`src/rtl/usb_txn_sequencer.sv`:
```
// Host-side USB transaction sequencer: drives sender strobes for OUT/IN transactions,
// watches receiver results, retries on failure and reports completion status.
module usb_txn_sequencer #(
   parameter int unsigned MAX_RETRY   = 8,
   parameter int unsigned TIMEOUT_CYC = 255
) (
   input  logic        clock,
   input  logic        reset,
   input  logic        txn_start,
   input  logic        txn_is_in,
   input  logic [3:0]  txn_endp,
   input  logic [63:0] txn_wdata,
   output logic        busy,
   output logic        txn_done,
   output logic        txn_success,
   output logic [63:0] txn_rdata,
   output logic        send_OUT,
   output logic        send_IN,
   output logic        send_DATA0,
   output logic        send_ACK,
   output logic        send_NAK,
   output logic [3:0]  endp,
   output logic [63:0] data,
   input  logic        out_done,
   output logic        rx_enable,
   input  logic        rx_ack,
   input  logic        rx_nak,
   input  logic        rx_data0,
   input  logic        rx_error,
   input  logic [63:0] rx_payload
);

   localparam int unsigned TW = $clog2(TIMEOUT_CYC + 1);
   localparam int unsigned RW = (MAX_RETRY > 0) ? $clog2(MAX_RETRY + 1) : 1;

   typedef enum logic [3:0] {
      S_IDLE, S_TOKEN, S_TOK_WAIT, S_DATA, S_DATA_WAIT, S_RX_HS,
      S_RX_DATA, S_SEND_ACK, S_ACK_WAIT, S_RETRY, S_DONE
   } state_t;

   state_t        state, state_nxt;
   logic          is_in_q, is_in_nxt;
   logic          ok_q, ok_nxt;
   logic [RW-1:0] retry_q, retry_nxt;
   logic [TW-1:0] tmo_q, tmo_nxt;
   logic [3:0]    endp_nxt;
   logic [63:0]   data_nxt, rdata_nxt;
   logic          success_nxt, done_nxt, busy_nxt, rxen_nxt;
   logic          send_out_nxt, send_in_nxt, send_data0_nxt, send_ack_nxt;
   logic          timeout_c, tmo_inc_c;

   // The host never NAKs a device
   assign send_NAK = 1'b0;

   // Timeout fires on the TIMEOUT_CYC-th cycle spent in an RX wait state
   assign timeout_c = (tmo_q == TW'(TIMEOUT_CYC - 1));
   assign tmo_inc_c = (tmo_q != TW'(TIMEOUT_CYC));

   always_ff @(posedge clock) begin
      if (reset) begin
         state       <= S_IDLE;
         is_in_q     <= 1'b0;
         ok_q        <= 1'b0;
         retry_q     <= '0;
         tmo_q       <= '0;
         endp        <= '0;
         data        <= '0;
         txn_rdata   <= '0;
         txn_success <= 1'b0;
         txn_done    <= 1'b0;
         busy        <= 1'b0;
         rx_enable   <= 1'b0;
         send_OUT    <= 1'b0;
         send_IN     <= 1'b0;
         send_DATA0  <= 1'b0;
         send_ACK    <= 1'b0;
      end else begin
         state       <= state_nxt;
         is_in_q     <= is_in_nxt;
         ok_q        <= ok_nxt;
         retry_q     <= retry_nxt;
         tmo_q       <= tmo_nxt;
         endp        <= endp_nxt;
         data        <= data_nxt;
         txn_rdata   <= rdata_nxt;
         txn_success <= success_nxt;
         txn_done    <= done_nxt;
         busy        <= busy_nxt;
         rx_enable   <= rxen_nxt;
         send_OUT    <= send_out_nxt;
         send_IN     <= send_in_nxt;
         send_DATA0  <= send_data0_nxt;
         send_ACK    <= send_ack_nxt;
      end
   end

   always_comb begin
      state_nxt      = state;
      is_in_nxt      = is_in_q;
      ok_nxt         = ok_q;
      retry_nxt      = retry_q;
      tmo_nxt        = tmo_q;
      endp_nxt       = endp;
      data_nxt       = data;
      rdata_nxt      = txn_rdata;
      success_nxt    = txn_success;
      done_nxt       = 1'b0;
      send_out_nxt   = 1'b0;
      send_in_nxt    = 1'b0;
      send_data0_nxt = 1'b0;
      send_ack_nxt   = 1'b0;

      case (state)
         S_IDLE: begin
            if (txn_start) begin
               state_nxt   = S_TOKEN;
               is_in_nxt   = txn_is_in;
               endp_nxt    = txn_endp;
               data_nxt    = txn_wdata;
               retry_nxt   = '0;
               ok_nxt      = 1'b0;
               success_nxt = 1'b0;
            end
         end
         S_TOKEN: begin
            send_out_nxt = ~is_in_q;
            send_in_nxt  = is_in_q;
            state_nxt    = S_TOK_WAIT;
         end
         S_TOK_WAIT: begin
            if (out_done) begin
               state_nxt = is_in_q ? S_RX_DATA : S_DATA;
               tmo_nxt   = '0;
            end
         end
         S_DATA: begin
            send_data0_nxt = 1'b1;
            state_nxt      = S_DATA_WAIT;
         end
         S_DATA_WAIT: begin
            if (out_done) begin
               state_nxt = S_RX_HS;
               tmo_nxt   = '0;
            end
         end
         // Any receiver event outranks the timeout; only a clean ACK completes
         S_RX_HS: begin
            if (tmo_inc_c) tmo_nxt = tmo_q + TW'(1);
            if (rx_error || rx_nak) begin
               state_nxt = S_RETRY;
            end else if (rx_ack) begin
               state_nxt = S_DONE;
               ok_nxt    = 1'b1;
            end else if (rx_data0 || timeout_c) begin
               state_nxt = S_RETRY;
            end
         end
         S_RX_DATA: begin
            if (tmo_inc_c) tmo_nxt = tmo_q + TW'(1);
            if (rx_error || rx_nak || rx_ack) begin
               state_nxt = S_RETRY;
            end else if (rx_data0) begin
               rdata_nxt = rx_payload;
               state_nxt = S_SEND_ACK;
            end else if (timeout_c) begin
               state_nxt = S_RETRY;
            end
         end
         S_SEND_ACK: begin
            send_ack_nxt = 1'b1;
            state_nxt    = S_ACK_WAIT;
         end
         S_ACK_WAIT: begin
            if (out_done) begin
               state_nxt = S_DONE;
               ok_nxt    = 1'b1;
            end
         end
         S_RETRY: begin
            if (retry_q == RW'(MAX_RETRY)) begin
               state_nxt = S_DONE;
               ok_nxt    = 1'b0;
            end else begin
               retry_nxt = retry_q + RW'(1);
               state_nxt = S_TOKEN;
            end
         end
         S_DONE: begin
            done_nxt    = 1'b1;
            success_nxt = ok_q;
            state_nxt   = S_IDLE;
         end
         default: state_nxt = S_IDLE;
      endcase

      busy_nxt = (state_nxt != S_IDLE);
      rxen_nxt = (state_nxt == S_RX_HS) || (state_nxt == S_RX_DATA);
   end

endmodule

```
`config.mk`:
```
export PLATFORM = sky130hd
export DESIGN_NAME = usb_txn_sequencer
export DESIGN_NICKNAME = d
export VERILOG_FILES = /design/src/rtl/usb_txn_sequencer.sv
export SDC_FILE = /design/constraint.sdc
export NUM_CORES = 1
export LEC_CHECK = 0
export CAP_MARGIN = 20
export CORE_AREA = 2 2 102 154
export CTS_CLUSTER_SIZE = 30
export DETAILED_ROUTE_END_ITERATION = 7
export DIE_AREA = 0 0 104 156
export PLACE_DENSITY = 0.87
export REMOVE_ABC_BUFFERS = 1
export SYNTH_ARGS = -nofsm -noshare
export SYNTH_HDL_FRONTEND = slang
export SYNTH_SLANG_ARGS = --single-unit
```
`constraint.sdc`:
```
create_clock -name clock -period 2.5 [get_ports clock]
set_clock_uncertainty 0.2 [all_clocks]
set_input_delay 0.5 -clock clock [delete_from_list [all_inputs] [get_ports clock]]
set_output_delay 0.5 -clock clock [all_outputs]
set_load 0.01 [all_outputs]
```
==> results by group <==
Critical path
  • Critical Path RT: around 2.6 ns
  • CP max FO: 20
  • WP depth: 5
  • Element type at the critical path end: register
  • Family with the most delay on the worst path: flip-flops
  • CP max-delay cell: dfxtp_1
  • R2R cell count: 5
  • Worst Path Arrival: 2.37 ns
  • CP cell instances: or3b_2 > o32a_1 > o32ai_1 > nand2b_1 > mux2i_1
  • Crit path largest cell delay: about 0.78 ns
  • CP bufs+invs: 0
  • Worst Setup Start Kind: register
  • CP Class: register to register

Logic synthesis
  • Sequential area share after synthesis: 0.5250
  • Number of flops mapped to enable cells by yosys: 0
  • Distinct cells, synth: 55
  • Asr flop ratio synth: 0
  • Synth top area cells: dfxtp_1 (53%), nand2_1 (17%), a21oi_1 (12%)
  • Mean post-synth cell area: 8.054 µm²
  • Cell accounting for the most synthesized area: dfxtp_1
  • Synth Register Bits: 158
  • Top_reg_cell synth: dfxtp_1
  • Post-synth top area share: 0.5250
  • Ys Warns: 0
  • Mapped Area: 6025 µm²
  • Post-Syn Instances: ~750

Placed design
  • Routability congestion estimate: about 0.86
  • DP Worst Slack: 0.05849 ns
  • DP Area: 9062 µm²
  • Dpl cells: 1197
  • PortBufs: 280
  • DPL Wire Length: roughly 14000 µm

Floorplan
  • Starting Density: 0.4053
  • CORE AREA: 14860 µm²
  • Die Width: 104 µm
  • Cell Rows: 55
  • Die H: 156 µm
  • DIE AREA: 16220 µm²
  • Ports: 282

Layout
  • Nets: ~1200
  • Area Overhead vs Synth: 59.65%
  • Util after Layout: 0.6471
  • Inserted Diodes: 0
  • Commonest non-fill, non-tap cell in the layout: clkdlybuf4s50_1
  • Share of cells above drive strength 1: 0.06408
  • Most frequent cells in the layout: clkdlybuf4s50_1 (279), nand2_1 (278), dfxtp_1 (158), a21oi_1 (139), nor2_1 (18)
  • Final instance area: 9618 µm²
  • Final Instance Count excl. Fillers: around 1200

Timing
  • Final period utilization: 0.8909
  • Worst setup margin: 0.2726 ns
  • Fmax: 0.4490 GHz
  • Minimum clock period: 2.227 ns
  • Endpoints failing setup: 0
  • RSZ-0062 raised after global routing: no
  • Final slew viol count: 0
  • Setup_tns: 0 ns
  • Hold WS: 0.2300 ns
  • Hold Vio Cnt, Final: 0
  • Least-Margin Pin Slew: 0.7178 ns
  • Rel. slew slack: 0.5208

Clocking
  • CTS tree: yes
  • Worst-path clk slew: 0.07 ns
  • Inserted Clock Buffers: 17
  • Post-CTS Hold Fix Bufs: 0
  • H-tree depth reported by CTS: 4
  • CTS max path bufs: 2
  • CTS resizes: 0
  • Clock root cell: clkbuf_16
  • Post-CTS Setup Bufs: 0
  • Worst skew pair latency: 0.42 ns
  • # clock sinks: 158

Routing
  • Vias per cell: between 5 and 6
  • Drt first pass iters: 6
  • ANT nets after route: 0
  • Initial drt markers: 380
  • Routed WL: about 19000 µm
  • DRC: 0
  • Via count: 6148
  • Wire per inst: roughly 15 µm

Power and ir drop
  • Leakage: 3.407 nW
  • P per Cell Area: between 600 and 700 nW/µm²
  • VDD IR-drop max: 0.3906 mV
  • Total power: roughly 6.2 mW

Global route
  • Grt total ovfl: 0
  • Pin count of the biggest net entering global routing: 74
  • Antenna violations before repair: 0
  • Number of global-route vias before repair: 5863
  • Total Routing Usage GR: 0.2269
  • First-pass GRT wire length: 29390 µm

Hold path
  • Worst hold path class: primary input to register
  • Hold depth: 2

Flow run
  • Max_cap viols: 0

Outcome
  • Status: complete, no violations
synth_stat cells, types with 3 or more instances:
| master | count |
|---|---|
| buf_6 | 9 |
| xnor2_1 | 4 |
| o21ai_0 | 3 |
| buf_4 | 3 |
| nand2_1 | 279 |
| nand3b_1 | 4 |
| buf_2 | 9 |
| o21a_1 | 3 |
| nor2b_1 | 5 |
| ha_1 | 4 |
| a31oi_1 | 3 |
| xor2_1 | 6 |
| nor2_1 | 18 |
| nand2b_1 | 4 |
| inv_1 | 3 |
| and3_1 | 5 |
| a21oi_1 | 139 |
| clkbuf_1 | 31 |
| o2111ai_1 | 3 |
| dfxtp_1 | 158 |
| nor3_1 | 10 |
| nand3_1 | 4 |
report_power, final:
group	internal [mW]	switching [mW]
registers	2.64	0.0955
clock network	1.31	1.13
logic	0.580	0.474
sequential cells by signal (all words and copies together), names as in the netlist:
register and flops:
is_in_q 1, rx_enable 1, send_IN 1, send_ACK 1
ok_q 1, send_DATA0 1, busy 1, txn_success 1
txn_done 1, endp 4, tmo_q 8, send_OUT 1
data 64, state 4, retry_q 4, txn_rdata 64
layout make-up:
cell class / count / area (µm²)
repair buffers: 302 / 3065
fillers: 1193 / 5246
well taps: 199 / 249.0
inverters: 3 / 11.26
clock buffers: 18 / 429.2
flip-flops and latches: 158 / 3163
clock inverters: 14 / 126.4
multi-input cells: 535 / 2574
final timing paths:
| check | end | from | slack, ns |
|---|---|---|---|
| worst min register to register | data[30] | data[30] | 0.25 |
| worst max register to register | rx_enable | state[1] | 0.27 |
| worst min-delay path | data[51] | reset | 0.23 |
| worst max-delay path | rx_enable | state[1] | 0.27 |
cells by family (layout without fill, tap and decap cells):
group / after synthesis / count (layout) / synth area share
simple gates: 349 / 349 / 0.2440
other cells: 1 / 1 / 0.0006225
fa+ha+maj: 4 / 4 / 0.008308
buf+inv: 55 / 337 / 0.04922
flops: 158 / 158 / 0.5250
mux: 2 / 2 / 0.003323
xor+xnor: 10 / 10 / 0.01454
compound gates: 169 / 169 / 0.1549
worst register-to-register path, cell delays in order (launching register included):
cell      delay, ns
dfxtp_1        0.78
or3b_2         0.51
o32a_1         0.20
o32ai_1        0.23
nand2b_1       0.09
mux2i_1        0.15
per-layer routing:
metal,GRT usage,up-vias,share of wire
li1,-,3011,-
met1,0.2409,2848,0.37
met2,0.4154,246,0.52
met3,0.06725,43,0.070
met4,0.09781,0,0.032
met5,0,-,0
No activity file was read; power rests on OpenSTA's default activity.
